## src/rtl/vga_timing_gen.sv

```systemverilog
// Purpose: run-time reconfigurable VGA timing generator (counters, sync, blank, de, line/frame pulses).
// Latency: counts and flags are registered together from the next-count value, so they have zero skew.
// Backpressure: cfg_ready drops while a new mode waits for the frame boundary; pix_en=0 freezes timing.
//
// Ports:
//   clk, rst                 system clock, synchronous active-high reset
//   pix_en                   pixel-clock enable; counters and flags advance only when high
//   cfg_valid / cfg_ready    mode-offer handshake
//   cfg_h_* / cfg_v_*        offered horizontal / vertical act, fp, sync, bp fields
//   cfg_err                  one-cycle pulse when an offered mode is rejected
//   hcount, vcount           current pixel position
//   hsync, vsync, hblnk, vblnk, de   timing flags aligned with the counts
//   line_start, frame_start  one-cycle pulses on the transition to hcount=0 / (0,0)
module vga_timing_gen #(
  parameter int   CNT_W  = 11,
  parameter int   H_ACT  = 800,
  parameter int   H_FP   = 40,
  parameter int   H_SYNC = 128,
  parameter int   H_BP   = 88,
  parameter int   V_ACT  = 600,
  parameter int   V_FP   = 1,
  parameter int   V_SYNC = 4,
  parameter int   V_BP   = 23,
  parameter logic HS_POL = 1'b1,
  parameter logic VS_POL = 1'b1
) (
  input  logic             clk,
  input  logic             rst,
  input  logic             pix_en,
  input  logic             cfg_valid,
  output logic             cfg_ready,
  input  logic [CNT_W-1:0] cfg_h_act,
  input  logic [CNT_W-1:0] cfg_h_fp,
  input  logic [CNT_W-1:0] cfg_h_sync,
  input  logic [CNT_W-1:0] cfg_h_bp,
  input  logic [CNT_W-1:0] cfg_v_act,
  input  logic [CNT_W-1:0] cfg_v_fp,
  input  logic [CNT_W-1:0] cfg_v_sync,
  input  logic [CNT_W-1:0] cfg_v_bp,
  output logic             cfg_err,
  output logic [CNT_W-1:0] hcount,
  output logic [CNT_W-1:0] vcount,
  output logic             hsync,
  output logic             vsync,
  output logic             hblnk,
  output logic             vblnk,
  output logic             de,
  output logic             line_start,
  output logic             frame_start
);

  // Totals need two extra bits: four CNT_W fields can sum past 2^CNT_W.
  localparam int TW = CNT_W + 2;
  localparam logic [TW-1:0] MAX_TOT = TW'(1) << CNT_W;

  typedef struct packed {
    logic [CNT_W-1:0] act;
    logic [CNT_W-1:0] fp;
    logic [CNT_W-1:0] sync;
    logic [CNT_W-1:0] bp;
  } axis_t;

  typedef enum logic {
    S_IDLE,
    S_PEND
  } state_t;

  localparam axis_t H_DEF = '{act: CNT_W'(H_ACT), fp: CNT_W'(H_FP), sync: CNT_W'(H_SYNC), bp: CNT_W'(H_BP)};
  localparam axis_t V_DEF = '{act: CNT_W'(V_ACT), fp: CNT_W'(V_FP), sync: CNT_W'(V_SYNC), bp: CNT_W'(V_BP)};

  function automatic logic [TW-1:0] total(input axis_t m);
    return TW'(m.act) + TW'(m.fp) + TW'(m.sync) + TW'(m.bp);
  endfunction

  function automatic logic mode_ok(input axis_t m);
    logic [TW-1:0] blank;
    blank = TW'(m.fp) + TW'(m.sync) + TW'(m.bp);
    return (m.act != '0) && (m.sync != '0) && (blank != '0) && (total(m) <= MAX_TOT);
  endfunction

  function automatic logic in_sync(input logic [CNT_W-1:0] c, input axis_t m);
    logic [TW-1:0] lo;
    lo = TW'(m.act) + TW'(m.fp);
    return (TW'(c) >= lo) && (TW'(c) < lo + TW'(m.sync));
  endfunction

  state_t           state_q, state_d;
  axis_t            h_mode_q, h_mode_d, v_mode_q, v_mode_d;
  axis_t            h_shd_q, h_shd_d, v_shd_q, v_shd_d;
  logic [CNT_W-1:0] hcount_q, hcount_d, vcount_q, vcount_d;
  logic             hsync_q, hsync_d, vsync_q, vsync_d;
  logic             hblnk_q, hblnk_d, vblnk_q, vblnk_d, de_q, de_d;
  logic             line_start_q, line_start_d, frame_start_q, frame_start_d;
  logic             cfg_err_q, cfg_err_d;

  axis_t            cfg_h, cfg_v;
  logic [TW-1:0]    ht, vt;
  logic             h_end, v_end;

  assign cfg_h = '{act: cfg_h_act, fp: cfg_h_fp, sync: cfg_h_sync, bp: cfg_h_bp};
  assign cfg_v = '{act: cfg_v_act, fp: cfg_v_fp, sync: cfg_v_sync, bp: cfg_v_bp};

  assign ht    = total(h_mode_q);
  assign vt    = total(v_mode_q);
  assign h_end = (TW'(hcount_q) == ht - TW'(1));
  assign v_end = (TW'(vcount_q) == vt - TW'(1));

  always_comb begin
    state_d       = state_q;
    h_mode_d      = h_mode_q;
    v_mode_d      = v_mode_q;
    h_shd_d       = h_shd_q;
    v_shd_d       = v_shd_q;
    hcount_d      = hcount_q;
    vcount_d      = vcount_q;
    cfg_err_d     = 1'b0;
    line_start_d  = 1'b0;
    frame_start_d = 1'b0;

    // A switch is tested against the pre-switch state, so an offer landing in
    // the switch cycle sees cfg_ready=0 and is taken on the following clk.
    case (state_q)
      S_IDLE: begin
        if (cfg_valid) begin
          h_shd_d = cfg_h;
          v_shd_d = cfg_v;
          if (mode_ok(cfg_h) && mode_ok(cfg_v)) begin
            state_d = S_PEND;
          end else begin
            cfg_err_d = 1'b1;
          end
        end
      end
      S_PEND: begin
        if (pix_en && h_end && v_end) begin
          h_mode_d = h_shd_q;
          v_mode_d = v_shd_q;
          state_d  = S_IDLE;
        end
      end
      default: state_d = S_IDLE;
    endcase

    if (pix_en) begin
      if (h_end) begin
        hcount_d     = '0;
        line_start_d = 1'b1;
        if (v_end) begin
          vcount_d      = '0;
          frame_start_d = 1'b1;
        end else begin
          vcount_d = vcount_q + 1'b1;
        end
      end else begin
        hcount_d = hcount_q + 1'b1;
      end
    end

    // Flags come from the next counts and the mode in force next cycle; with
    // pix_en low neither changes, so the flags hold without an explicit mux.
    hblnk_d = (TW'(hcount_d) >= TW'(h_mode_d.act));
    vblnk_d = (TW'(vcount_d) >= TW'(v_mode_d.act));
    hsync_d = in_sync(hcount_d, h_mode_d) ? HS_POL : ~HS_POL;
    vsync_d = in_sync(vcount_d, v_mode_d) ? VS_POL : ~VS_POL;
    de_d    = ~hblnk_d & ~vblnk_d;
  end

  always_ff @(posedge clk) begin
    if (rst) begin
      state_q       <= S_IDLE;
      h_mode_q      <= H_DEF;
      v_mode_q      <= V_DEF;
      h_shd_q       <= H_DEF;
      v_shd_q       <= V_DEF;
      hcount_q      <= '0;
      vcount_q      <= '0;
      hsync_q       <= ~HS_POL;
      vsync_q       <= ~VS_POL;
      hblnk_q       <= 1'b0;
      vblnk_q       <= 1'b0;
      de_q          <= 1'b1;
      line_start_q  <= 1'b0;
      frame_start_q <= 1'b0;
      cfg_err_q     <= 1'b0;
    end else begin
      state_q       <= state_d;
      h_mode_q      <= h_mode_d;
      v_mode_q      <= v_mode_d;
      h_shd_q       <= h_shd_d;
      v_shd_q       <= v_shd_d;
      hcount_q      <= hcount_d;
      vcount_q      <= vcount_d;
      hsync_q       <= hsync_d;
      vsync_q       <= vsync_d;
      hblnk_q       <= hblnk_d;
      vblnk_q       <= vblnk_d;
      de_q          <= de_d;
      line_start_q  <= line_start_d;
      frame_start_q <= frame_start_d;
      cfg_err_q     <= cfg_err_d;
    end
  end

  assign cfg_ready   = (state_q == S_IDLE);
  assign cfg_err     = cfg_err_q;
  assign hcount      = hcount_q;
  assign vcount      = vcount_q;
  assign hsync       = hsync_q;
  assign vsync       = vsync_q;
  assign hblnk       = hblnk_q;
  assign vblnk       = vblnk_q;
  assign de          = de_q;
  assign line_start  = line_start_q;
  assign frame_start = frame_start_q;

endmodule

```

## config.mk

```make
export PLATFORM = sky130hd
export DESIGN_NAME = vga_timing_gen
export DESIGN_NICKNAME = d
export VERILOG_FILES = /design/src/rtl/vga_timing_gen.sv
export SDC_FILE = /design/constraint.sdc
export NUM_CORES = 1
export LEC_CHECK = 0
export BUFFER_PORTS_ARGS = -buffer_cell sky130_fd_sc_hd__clkbuf_2
export CAP_MARGIN = 20
export CORE_ASPECT_RATIO = 1.75
export CORE_MARGIN = 3
export CORE_UTILIZATION = 50
export DETAILED_ROUTE_END_ITERATION = 6
export PLACE_DENSITY_LB_ADDON = 0.05
export RECOVER_POWER = 25
export SETUP_SLACK_MARGIN = 0.15
export SYNTH_ARGS = -nofsm -noshare
export SYNTH_HDL_FRONTEND = slang
export SYNTH_SLANG_ARGS = --single-unit
```

## constraint.sdc

```tcl
create_clock -name clk -period 11.3 [get_ports clk]
set_input_delay 0.565 -clock clk [delete_from_list [all_inputs] [get_ports clk]]
set_output_delay 0.565 -clock clk [all_outputs]
set_load 0.02 [all_outputs]
```

==> results of run 1 <==
layout by cell type, fill, tap and decap left out, types with 37 or more instances in the layout:
cell type	n
clkbuf_2	93
fa_1	112
nand2_1	403
a21o_1	50
xnor2_1	58
nor2_1	88
o21ai_0	37
ha_1	204
inv_1	181
dfxtp_1	207
a21oi_1	200
xor2_1	48
nand3_1	51
per-layer routing:
layer | GRT usage | part of all wire | vias to the layer above
met5 | 0 | 0 | -
met2 | 0.420 | 0.48 | 302
li1 | - | - | 7000
met3 | 0.0213 | 0.036 | 75
met1 | 0.340 | 0.45 | 6539
met4 | 0.0876 | 0.037 | 0
per-stage QoR:
step / setup slack (ns) / std cells / hold WS (ns)
after floorplan: 2.90 / 2013 / 0.432
after global placement: 2.08 / 2485 / 0.443
after detailed placement: 1.82 / 2485 / 0.446
after CTS: 1.80 / 2524 / 0.293
after global routing: 0.980 / 2524 / 0.318
final: 1.85 / 2524 / 0.317
state kept, by name, indices dropped and copies added, names as in the netlist, 11 cells and up:
register	count
hcount	11
v_mode_q	44
v_shd_q	44
vcount	11
h_shd_q	44
h_mode_q	44
worst max-delay path, delay by kind of cell (launching register included):
| family | cells | cell delay [ns] |
|---|---|---|
| flip-flops | 1 | 0.31 |
| buffers and inverters | 3 | 0.20 |
| multiplexers | 2 | 0.70 |
| adder cells (fa/ha/maj) | 9 | 2.96 |
| AND/OR/NAND/NOR | 8 | 2.07 |
| XOR/XNOR | 3 | 0.45 |
| AO/OA/AOI/OAI | 12 | 2.64 |
path summary, 6_finish.rpt:
path	start	end	slack [ns]	cells after the start
hold reg to reg	h_shd_q[0]	h_mode_q[0]	0.45	2
hold / removal	cfg_v_act[5]	v_shd_q[38]	0.32	3
setup reg to reg	v_mode_q[1]	vsync	1.85	37
setup / recovery	v_mode_q[1]	vsync	1.85	37
power by group through the flow:
stage / combinational (mW) / sequential, mW / clock (mW)
floorplan: 0.295 / 0.793 / 0
global placement: 0.424 / 0.802 / 0
detailed placement: 0.433 / 0.803 / 0
CTS: 0.435 / 0.787 / 0.758
global route: 0.490 / 0.791 / 0.787
finish: 0.429 / 0.787 / 0.736
cell families (layout without fill, tap and decap cells):
kind of cell               count (synthesis)  in the layout
DFF                                      207            207
buffers and inverters                    249            355
xor gates and xnor gates                 106            106
muxes                                     35             35
adders and majority gates                318            318
AOI/OAI and AO/OA                        389            389
and+or+nand+nor                          709            709
area by class of cell:
cell class / instances / area, um2
fillers: 3195 / 14600
multi-input cells: 1557 / 11700
flip-flops and latches: 207 / 4140
inverters: 182 / 683
repair buffers: 134 / 668
clock buffers: 29 / 628
well taps: 405 / 507
clock inverters: 10 / 104
==> out/qor.log, run 1 <==
qor: flow_run.drv_cap 0
qor: sta.rsz0062_at_grt false
qor: floorplan.design.die.area 35,900 um2
qor: critical_path.cp_slowest_cell nand2_2
qor: cts.cts-htree-levels 1
qor: critical_path.worst_setup_path_start_kind flop
qor: synthesis.syn-cell-area 16,800 um2
qor: floorplan.starting_density_of_the_core 0.508
qor: sta.final_max_slew_viol_count 0
qor: final_layout.drive_gt1_frac 0.0788
qor: sta.max_freq 0.106 GHz
qor: routing.dr_total_vias 13,900
qor: floorplan.dieHeight 248 um
qor: sta.hold_viol_final 0
qor: power.p_per_area 106 nW/um2
qor: cts.clk_tree_root_cell clkbuf_16
qor: cts.cts_setup_buffers 0
qor: synthesis.synth_ff_type dfxtp_1
qor: synthesis.synthesis.area_per_instance 8.33 um2
qor: routing.drcViolationCount 0
qor: final_layout.fin_area 18,400 um2
qor: routing.drt_pass1_iterations 7
qor: placed_design.gp_congestion 0.895
qor: synthesis.synth.net_count 2,421
qor: synthesis.synth_async_reset_ratio 0
qor: final_layout.num_antenna_cells 0
qor: routing.detail_route.wirelength 44,600 um
qor: grt.grt_max_degree 90
qor: cts.tritoncts done
qor: grt.global_route.usage.total 0.251
qor: synthesis.synth_warnings 0
qor: floorplan.io-pin-count 123
qor: synthesis.post_synth_most_frequent_cells nand2_1, dfxtp_1, ha_1
qor: synthesis.yosys-mux-area-fraction 0.0215
qor: sta.timing.max_slew.rel_slack 0.183
qor: cts.cts-resized-gates 0
qor: power.switching_share 0.304
qor: power.seq_power_share 0.403
qor: placed_design.placement.cell_area 17,700 um2
qor: cts.clock_path_buffers 3
qor: critical_path.worstPathMaxFanout 45
qor: floorplan.design.core.area 33,000 um2
qor: cts.cts_hold_buffers 0
qor: hold_path.hold_class input port to flop
qor: power.total_leakage_power 8.68 nW
qor: synthesis.post_synth_inst_count 2,013
qor: routing.dr.first_iter.drc_count 690
qor: grt.grt.overflow.total 0
qor: final_layout.final_core_utilization 0.558
qor: critical_path.cp.arrival 9.87 ns
qor: synthesis.ys_seq_elements 207
qor: critical_path.required 11.72 ns
qor: critical_path.crit_type flop to flop
qor: synthesis.yosysTopAreaCell dfxtp_1
qor: routing.vias_per_cell 5.51
qor: sta.worst_clock_skew 0.0269 ns
qor: cts.cts_inserted_buffers 22
qor: grt.initial_antenna_violation_count 0
qor: grt.vias_in_the_first_global_route 13,900
qor: synthesis.yosysUniqueCellTypes 74
qor: synthesis.synth_top_cells_by_area dfxtp_1, ha_1, fa_1
qor: synthesis.netlist.area_leader.share 0.247
qor: critical_path.critical-path-top-cell-by-count ha_1
qor: synthesis.synth_top_family_by_area adder cells
qor: sta.final.period_utilization 0.837
qor: synthesis.synth-compound-area-share 0.143
qor: synthesis.synth.yosys.seq_area_share 0.247
qor: power.design_power_total 1.95 mW
qor: power.combPwrFrac 0.220
qor: power.power.internal 1.36 mW
qor: final_layout.num-nets-final 2,512
qor: cts.cts.clk_slew.worst_paths 0.07 ns
qor: synthesis.synth-adder-area-share 0.287
qor: critical_path.setup.worst_path.end_class flop
qor: critical_path.max_stage_delay 0.66 ns
qor: final_layout.area_growth_syn_to_layout 9.88%
qor: outcome.outcome complete, no violations
qor: floorplan.fp.dieW 144 um
qor: grt.grt_first_pass_wirelength 71,800 um
qor: power.switching_power 594 uW
qor: synthesis.yosys.area_share.xor_xnor 0.0553
qor: sta.finalCriticalPeriod 9.45 ns
qor: synthesis.yosys.cell_count.top_type nand2_1
qor: floorplan.fp-row-count 88
qor: cts.latest_clock_arrival_within_the_worst_skew_pair 0.52 ns
qor: routing.route.detailed.wl_per_inst 17.7 um
qor: routing.final_antenna_net_count 0
qor: sta.setup-violations-final 0
qor: placed_design.placement.io_buffers 122
qor: sta.tightest_slew 1.22 ns
qor: synthesis.synth_simple_gate_area_frac 0.190
qor: synthesis.synth_edf_count 0
qor: placed_design.dp_hpwl 36,600 um
qor: power.vdd_ir_drop_max 0.106 mV
qor: sta.setup-tns-final 0 ns
qor: power.pwr-share-clk 0.377
qor: cts.numClockSinks 207
Power figures use the tool's default switching activity.
==> run 2: changes to the inputs <==
==> constraint.sdc (replaced) <==
create_clock -name clk -period 8.03 [get_ports clk]
set_input_delay 0.4015 -clock clk [delete_from_list [all_inputs] [get_ports clk]]
set_output_delay 0.4015 -clock clk [all_outputs]
set_load 0.02 [all_outputs]
==> out/qor.log, run 2 (synthesis results as in run 1) <==
qor: routing.drcViolationCount 0 [unchanged]
qor: power.p_per_area 138 nW/um2 [was 106 nW/um2]
qor: grt.global_route.usage.total 0.259 [was 0.251]
qor: sta.setup-violations-final 0 [unchanged]
qor: critical_path.setup.worst_path.end_class flop [unchanged]
qor: critical_path.worstPathMaxFanout 6 [was 45]
qor: critical_path.r2r-end hsync [was vsync]
qor: sta.max_freq 0.126 GHz [was 0.106 GHz]
qor: critical_path.crit-reg2reg-launch v_mode_q[1] [unchanged]
qor: outcome.outcome finished, violations left [was complete, no violations]
qor: floorplan.fp-row-count 88 [unchanged]
qor: hold_path.hold_class input port to flop [unchanged]
qor: hold_path.min_delay_path_depth 3 [unchanged]
qor: final_layout.mostFrequentLayoutCell nand2_1 [unchanged]
qor: floorplan.io-pin-count 123 [unchanged]
qor: grt.grt.overflow.total 0 [unchanged]
qor: hold_path.hold_end h_shd_q[39] [was v_shd_q[38]]
qor: hold_path.min_from cfg_h_act[6] [was cfg_v_act[5]]
qor: floorplan.design.die.area 35,900 um2 [unchanged]
qor: critical_path.rrSetupSlack 0.09 ns [was 1.85 ns]
qor: routing.dr.first_iter.drc_count 542 [was 690]
qor: routing.detail_route.wirelength 47,000 um [was 44,600 um]
qor: floorplan.dieHeight 248 um [unchanged]
qor: cts.cts_inserted_buffers 21 [was 22]
qor: cts.cts.clk_slew.worst_paths 0.07 ns [about the same]
qor: flow_run.drv_cap 3 [was 0]
qor: critical_path.cp_slowest_cell or4bb_1 [was nand2_2]
qor: critical_path.critical-path-top-cell-by-count ha_1 [unchanged]
qor: final_layout.num-nets-final 2,644 [was 2,512]
qor: routing.dr_total_vias 14,600 [was 13,900]
qor: critical_path.depth_of_the_most_critical_reg_to_reg_path 39 [was 37]
qor: power.design_power_total 2.73 mW [was 1.95 mW]
qor: cts.cts-htree-levels 1 [unchanged]
qor: routing.vias_per_cell 5.49 [was 5.51]
qor: floorplan.design.core.area 33,000 um2 [unchanged]
qor: placed_design.gp_congestion 0.955 [was 0.895]
qor: power.total_leakage_power 9.34 nW [was 8.68 nW]
qor: routing.route.detailed.wl_per_inst 17.7 um [about the same]
qor: sta.hold_viol_final 0 [unchanged]
qor: final_layout.top_library_cells_by_usage_in_the_layout_fill_and_taps_aside nand2_1, dfxtp_1, ha_1 [unchanged]
qor: sta.rsz0062_at_grt true [was false]
qor: cts.cts_hold_buffers 0 [unchanged]
qor: cts.clk_tree_root_cell clkbuf_16 [unchanged]
qor: power.vdd_ir_drop_max 0.147 mV [was 0.106 mV]
qor: critical_path.max_stage_delay 0.54 ns [was 0.66 ns]
qor: floorplan.fp.dieW 144 um [unchanged]
qor: final_layout.final_core_utilization 0.601 [was 0.558]
qor: cts.numClockSinks 207 [unchanged]
qor: placed_design.dpl.cell_count 2,600 [was 2,485]
qor: routing.drt_pass1_iterations 5 [was 7]
qor: final_layout.drive_gt1_frac 0.165 [was 0.0788]
qor: placed_design.dp_hpwl 38,200 um [was 36,600 um]
qor: grt.grt_first_pass_wirelength 73,600 um [was 71,800 um]
qor: sta.final.period_utilization 0.989 [was 0.837]
qor: sta.finalCriticalPeriod 7.94 ns [was 9.45 ns]
qor: sta.worst_clock_skew 0.0240 ns [was 0.0269 ns]
qor: sta.tightest_slew 3.21 ns [was 1.22 ns]
qor: sta.timing.max_slew.rel_slack -1.14 [was 0.183]
qor: final_layout.area_growth_syn_to_layout 18.4% [was 9.88%]
qor: outcome.violated_checks capacitance limit, slew limit
qor: grt.initial_antenna_violation_count 0 [unchanged]
qor: grt.vias_in_the_first_global_route 14,400 [was 13,900]
qor: critical_path.cp.arrival 8.38 ns [was 9.87 ns]
qor: critical_path.required 8.47 ns [was 11.72 ns]
qor: final_layout.num_antenna_cells 0 [unchanged]
qor: floorplan.starting_density_of_the_core 0.508 [unchanged]
qor: critical_path.crit_type flop to flop [unchanged]
qor: sta.fin_hold_ws 0.154 ns [was 0.317 ns]
qor: routing.final_antenna_net_count 0 [unchanged]
qor: placed_design.placement.io_buffers 122 [unchanged]
qor: sta.final_max_slew_viol_count 150 [was 0]
qor: cts.tritoncts done [unchanged]
qor: critical_path.worst_setup_path_start_kind flop [unchanged]
qor: cts.clock_path_buffers 3 [unchanged]
qor: grt.grt_max_degree 90 [unchanged]
qor: final_layout.fin_cells 2,655 [was 2,524]
qor: cts.latest_clock_arrival_within_the_worst_skew_pair 0.53 ns [was 0.52 ns]
qor: sta.setup-tns-final 0 ns [unchanged]
## run 2: cell types whose count changed in the layout (fill, tap and decap cells not counted), sizes merged
| cell | previous run | this run |
|---|---|---|
| inv | 184 | 186 |
| clkinv | 7 | 5 |
| clkbuf | 150 | 149 |
| bufinv | 1 | 2 |
| clkinvlp | 0 | 1 |
| buf | 13 | 143 |
## run 2: area by class of cell
cell class / instances / area, um2
inverter: 182 / 683
clock buffer: 25 / 561
fill: 3027 / 13200
clock inverter: 12 / 135
timing repair buffer: 267 / 1690
tap: 405 / 507
sequential: 207 / 4150
multi-input combinational: 1557 / 12100
## run 2: critical path: cells and delay by family (launching register included)
family	cells	cell delay [ns]
AND/OR/NAND/NOR	13	2.30
buffers and inverters	7	0.73
flip-flops	1	0.31
AO/OA/AOI/OAI	10	1.67
XOR/XNOR	1	0.09
multiplexers	1	0.24
adder cells (fa/ha/maj)	7	2.49
## run 2: power breakdown
| part | internal (mW) | total (mW) | switching [mW] |
|---|---|---|---|
| clock network | 0.572 | 1.02 | 0.446 |
| logic | 0.249 | 0.607 | 0.358 |
| registers | 1.07 | 1.11 | 0.0382 |
## run 2: timing repair
item                                    in CTS  in global routing
pin swaps                                   17                 35
endpoints found under the setup margin       2                  2
resized for setup                           46                 46
setup buffers                               10                  8
## run 2: metal layers
metal  wire (um)  track usage  part of all wire
met1       20900        0.347              0.44
met2       22000        0.420              0.47
met3        1490       0.0227             0.032
met4        2600        0.126             0.055
met5           0            0                 0
## run 2: metrics by stage
stage	instance area [um2]	setup slack (ns)
floorplan	16800	0.0963
global placement	18600	-0.0980
detailed placement	18600	-0.234
CTS	19600	0.0245
global route	19900	-0.362
finish	19900	0.0886
## run 2: worst max-delay path by stage
stage	startpoint	end	slack (ns)	cells after the start
2_1_floorplan	h_mode_q[1]	vsync	0.1	42
3_3_place_gp	h_mode_q[1]	hsync	-0.1	39
3_5_place_dp	h_mode_q[1]	vsync	-0.23	41
5_1_grt	v_mode_q[1]	hsync	-0.36	40
6_report	v_mode_q[1]	hsync	0.09	39
4_1_cts	h_mode_q[2]	vsync	0.02	37
